--- src/rtl/chs_power_driver.sv ---
// Soft-ramped 16-slot PWM power-stage driver. The applied level moves one unit
// per RAMP_PERIODS PWM periods toward the mode-gated requested power.
module chs_power_driver #(
  parameter int PRESCALE     = 4,
  parameter int RAMP_PERIODS = 2
) (
  input  logic       clk,
  input  logic       rst,
  input  logic       chs_mode,
  input  logic [3:0] chs_power,
  output logic       pwm_out,
  output logic [3:0] level,
  output logic [1:0] state,
  output logic       at_target
);

  typedef enum logic [1:0] {IDLE = 2'd0, UP = 2'd1, HOLD = 2'd2, DOWN = 2'd3} state_t;

  localparam int PW = (PRESCALE > 1) ? $clog2(PRESCALE) : 1;
  localparam int RW = (RAMP_PERIODS > 1) ? $clog2(RAMP_PERIODS) : 1;
  localparam logic [PW-1:0] PRE_MAX  = PW'(PRESCALE - 1);
  localparam logic [RW-1:0] RAMP_MAX = RW'(RAMP_PERIODS - 1);

  logic [PW-1:0] pre_cnt;
  logic [3:0]    pwm_cnt;
  logic [RW-1:0] rcnt;
  logic [3:0]    target;
  logic          tick, period_end, step_en;
  state_t        st_q;

  assign target     = chs_mode ? chs_power : 4'd0;
  assign tick       = (pre_cnt == PRE_MAX);
  assign period_end = tick && (pwm_cnt == 4'd15);
  assign step_en    = period_end && (rcnt == RAMP_MAX);
  assign state      = st_q;

  always_ff @(posedge clk or posedge rst) begin
    if (rst) begin
      pre_cnt   <= '0;
      pwm_cnt   <= '0;
      rcnt      <= '0;
      level     <= '0;
      pwm_out   <= 1'b0;
      at_target <= 1'b0;
      st_q      <= IDLE;
    end else begin
      pre_cnt <= tick ? '0 : pre_cnt + 1'b1;
      if (tick)
        pwm_cnt <= pwm_cnt + 4'd1;
      // rcnt is free-running so the step cadence is unaffected by target changes
      if (period_end)
        rcnt <= (rcnt == RAMP_MAX) ? '0 : rcnt + 1'b1;
      // level only moves at a period boundary, so duty never changes mid-period
      if (step_en) begin
        if (level < target)
          level <= level + 4'd1;
        else if (level > target)
          level <= level - 4'd1;
      end
      pwm_out   <= (level > pwm_cnt);
      at_target <= (level == target);
      if (level < target)
        st_q <= UP;
      else if (level > target)
        st_q <= DOWN;
      else if (level == 4'd0)
        st_q <= IDLE;
      else
        st_q <= HOLD;
    end
  end

endmodule

--- config.mk ---
export PLATFORM = sky130hd
export DESIGN_NAME = chs_power_driver
export DESIGN_NICKNAME = d
export VERILOG_FILES = /design/src/rtl/chs_power_driver.sv
export SDC_FILE = /design/constraint.sdc
export NUM_CORES = 1
export LEC_CHECK = 0
export CORE_MARGIN = 10
export CORE_UTILIZATION = 30
export CTS_CLUSTER_DIAMETER = 120
export CTS_CLUSTER_SIZE = 10
export DETAILED_ROUTE_END_ITERATION = 7
export GPL_ROUTABILITY_DRIVEN = 0
export SYNTH_ARGS = -nofsm -noshare
export SYNTH_HDL_FRONTEND = slang
export SYNTH_SLANG_ARGS = --single-unit
--- constraint.sdc ---
create_clock -name clk -period 3.3 [get_ports clk]
set_clock_uncertainty 0.15 [all_clocks]
set_input_delay 0.33 -clock clk [delete_from_list [all_inputs] [get_ports clk]]
set_output_delay 0.33 -clock clk [all_outputs]
set_load 0.03 [all_outputs]
==> metrics.md <==
| Metric | Value |
|---|---|
| Status | finished, final reports clean |
| PwrDens | 358 nW/um2 |
| Fin area | about 1100 um2 |
| Clock Power Share | around 28% |
| Fin. max-slew vios | 0 |
| Mapped Cells | between 70 and 80 |
| EDFF count, synth | 0 |
| Combinational Power Share | 20.3% |
| Worst-skew pair later-pin latency | between 200 and 300 ps |
| Starting density of the core | approximately 31% |
| Num rows | 19 |
| CP Capture Point | level[3]$_DFFE_PP0P_ |
| Post-synthesis sequential area ratio | between 40 and 50% |
| Total number of vias | 607 |
| Placeable Area | 2760 um2 |
| Worst Setup SP | chs_mode |
| Mapped Avg Cell Area | 11.0 um2 |
| Net switching power | 0.111 mW |
| WP data arrival | ~2900 ps |
| Vias per cell | approximately 4.8 |
| Clock sinks | 15 |
| FILL cells | 284 |
| Synthesis-to-layout area growth | 24.0% |
| Async S/R FF share, synth | 100% |
| CTS tree | yes |
| Slew headroom | between 60% and 70% |
| Tmin final | ~2900 ps |
| DR iter-0 viols | 17 |
| Placed insts | 123 |
| Global-route wire length before repair | 2870 um |
| Nets | 117 |
| Most frequent cells in the layout | dfrtp_1, clkdlybuf4s50_1, ha_1 |
| Crit. End Element | flop |
| Post-synth top area cell | dfrtp_1 |
| Vias in the first global route | 613 |
| Critical Path Start Type | input pin |
| DRT Pass-1 Iters | 2 |
| Sequential power share | around half |
| Hold buffer count at CTS | 0 |
| I/O pin count | 15 |
| Leakage | approximately 0.5 nW |
| CTS max path bufs | 2 |
| Die Y | 73.6 um |
| N_diodes | 0 |
| Synthesized flop and latch total | 15 |
| Die area | 5410 um2 |
| FF-to-FF End | level[3]$_DFFE_PP0P_ |
| Resize count post-CTS | 0 |
| Total GRT Usage | 6.73% |
| Final wirelength | 1720 um |
| Commonest non-fill, non-tap cell in the layout | dfrtp_1 |
| Unrepaired setup endpoints after global routing | no |
| CTS Root Cell | clkbuf_4 |
| Final period util | 86.9% |
| Final Hold Viols | 0 |
| Routed wire per std cell | 13.5 um |
| Max-cap viol count | 0 |
| Worst-Margin Slew | ~580 ps |
| Critical path class | in -> reg |
| Reg2reg start | level[1]$_DFFE_PP0P_ |
| I/O Buffers | 14 |
| Cell Int Power | ~0.27 mW |
| Number of synthesis warnings | 0 |
| Post-route ant nets | 0 |
| Post-route DRC | 0 |
| Post-placement cell area | roughly 1000 um2 |
| Synth Net Count | between 90 and 100 |
| Distinct cells, synth | 29 |
| Fin cells | 127 |
| TritonCTS buffer count | 3 |
| DPL Wire Length | roughly 1300 um |
| Post-CTS Setup Bufs | 0 |
| Initial antenna violation count | 0 |
| Die X-Extent | 73.6 um |
| Synth top area share | between 40 and 50% |
| Sw Ratio | between 20% and 30% |
| R2R Setup Slk | 500 ps |
| Max frequency | 0.349 GHz |
| Post-synth top flop | dfrtp_1 |
| H-tree depth | 1 |
| Largest cells by area after synthesis | dfrtp_1, ha_1, nand2_1, xnor2_1, xor2_1 |
| Largest net degree at the start of global routing | 16 |
| Max Fanout on Critical Path | 7 |
| Worst Path Required | 3310 ps |
| CTS clk-pin slew, worst paths | ~100 ps |
| Fraction of layout cells with a size suffix above 1 | 9.38% |
| R2R depth | 10 |
| Setup TNS | 0 ps |
| Final Setup Violations | 0 |
| Hold Path Class | in -> async |
| Peak VDD IR | ~0.13 mV |
| Mapped cell area | 861 um2 |
| Grt ovf | 0 |
==> how the worst min path moves through the flow <==
stage | start | to | slack (ps)
after floorplan | rst | at_target$_DFF_PP0_ | 80
after global placement | pre_cnt[0]$_DFF_PP0_ | pre_cnt[0]$_DFF_PP0_ | 260
after detailed placement | pre_cnt[0]$_DFF_PP0_ | pre_cnt[0]$_DFF_PP0_ | 270
after CTS | rst | rcnt$_DFFE_PP0P_ | 250
after global routing | rst | state[0]$_DFF_PP0_ | 270
final | rst | pwm_cnt[2]$_DFFE_PP0P_ | 230
==> layout make-up <==
class | count | area (um2) | area share (%)
clock buffers | 3 | 22.5 | 2.11
clock inverters | 1 | 5.00 | 0.469
inverters | 6 | 22.5 | 2.11
multi-input cells | 57 | 463 | 43.4
flip-flops and latches | 15 | 375 | 35.2
well taps | 31 | 38.8 | 3.63
repair buffers | 14 | 140 | 13.1
==> synthesized netlist by cell type (2+ instances only) <==
master / n
o21ai_0: 2
nor2_1: 2
dfrtp_1: 15
xor2_1: 3
a21oi_1: 4
nor2b_1: 2
nand2_1: 10
xnor2_1: 3
inv_1: 6
ha_1: 12
==> sequential cells by signal, summed over array words and instances, names as in the netlist <==
signal,count
level,4
pwm_cnt,4
pre_cnt,2
state,2
at_target,1
pwm_out,1
rcnt,1
==> power by group through the flow <==
stage                     combinational, mW  clock [mW]  sequential, mW
final                                0.0774       0.108           0.196
after global routing                 0.0862       0.121           0.198
after CTS                            0.0792       0.113           0.197
after detailed placement             0.0778           0           0.200
after global placement               0.0759           0           0.200
after floorplan                      0.0371           0           0.210
==> per-layer routing <==
layer  vias to the layer above  GRT usage, %  part of all wire, %
met2                         9          10.5                   48
met1                       281          7.84                   45
met4                         0          4.35                  2.8
li1                        312             -                    -
met3                         5          1.88                  4.1
met5                         -             0                    0
==> cells by family (layout without fill, tap and decap cells) <==
logic type	count (synthesis)	in the layout	synth area share, %
simple gates	22	22	14.0
compound gates	14	14	11.3
fa+ha+maj	13	13	19.8
flops	15	15	43.6
mux	2	2	2.62
xor+xnor	6	6	6.11
buf+inv	6	24	2.62
==> metrics by stage <==
| step | hold WS, ps | utilization, % | setup WS (ps) | power, mW |
|---|---|---|---|---|
| 2_1_floorplan | 81.5 | - | 624 | 0.248 |
| 3_3_place_gp | 265 | 37.7 | 209 | 0.276 |
| 3_5_place_dp | 268 | 37.7 | 134 | 0.278 |
| 4_1_cts | 251 | 38.7 | 424 | 0.389 |
| 5_1_grt | 272 | 38.7 | 254 | 0.405 |
| 6_report | 232 | 38.7 | 432 | 0.382 |
==> worst max-delay path: stages <==
cell             delay (ps)
clkdlybuf4s50_1         520
nand2_1                  70
ha_1                    280
nor2b_1                 140
o21bai_2                140
nand2_1                 190
ha_1                    330
a21o_1                  180
a21oi_1                 260
a211oi_1                 80
a221oi_1                220
o211ai_1                130
Note: power is estimated with default switching activity, not from simulation.
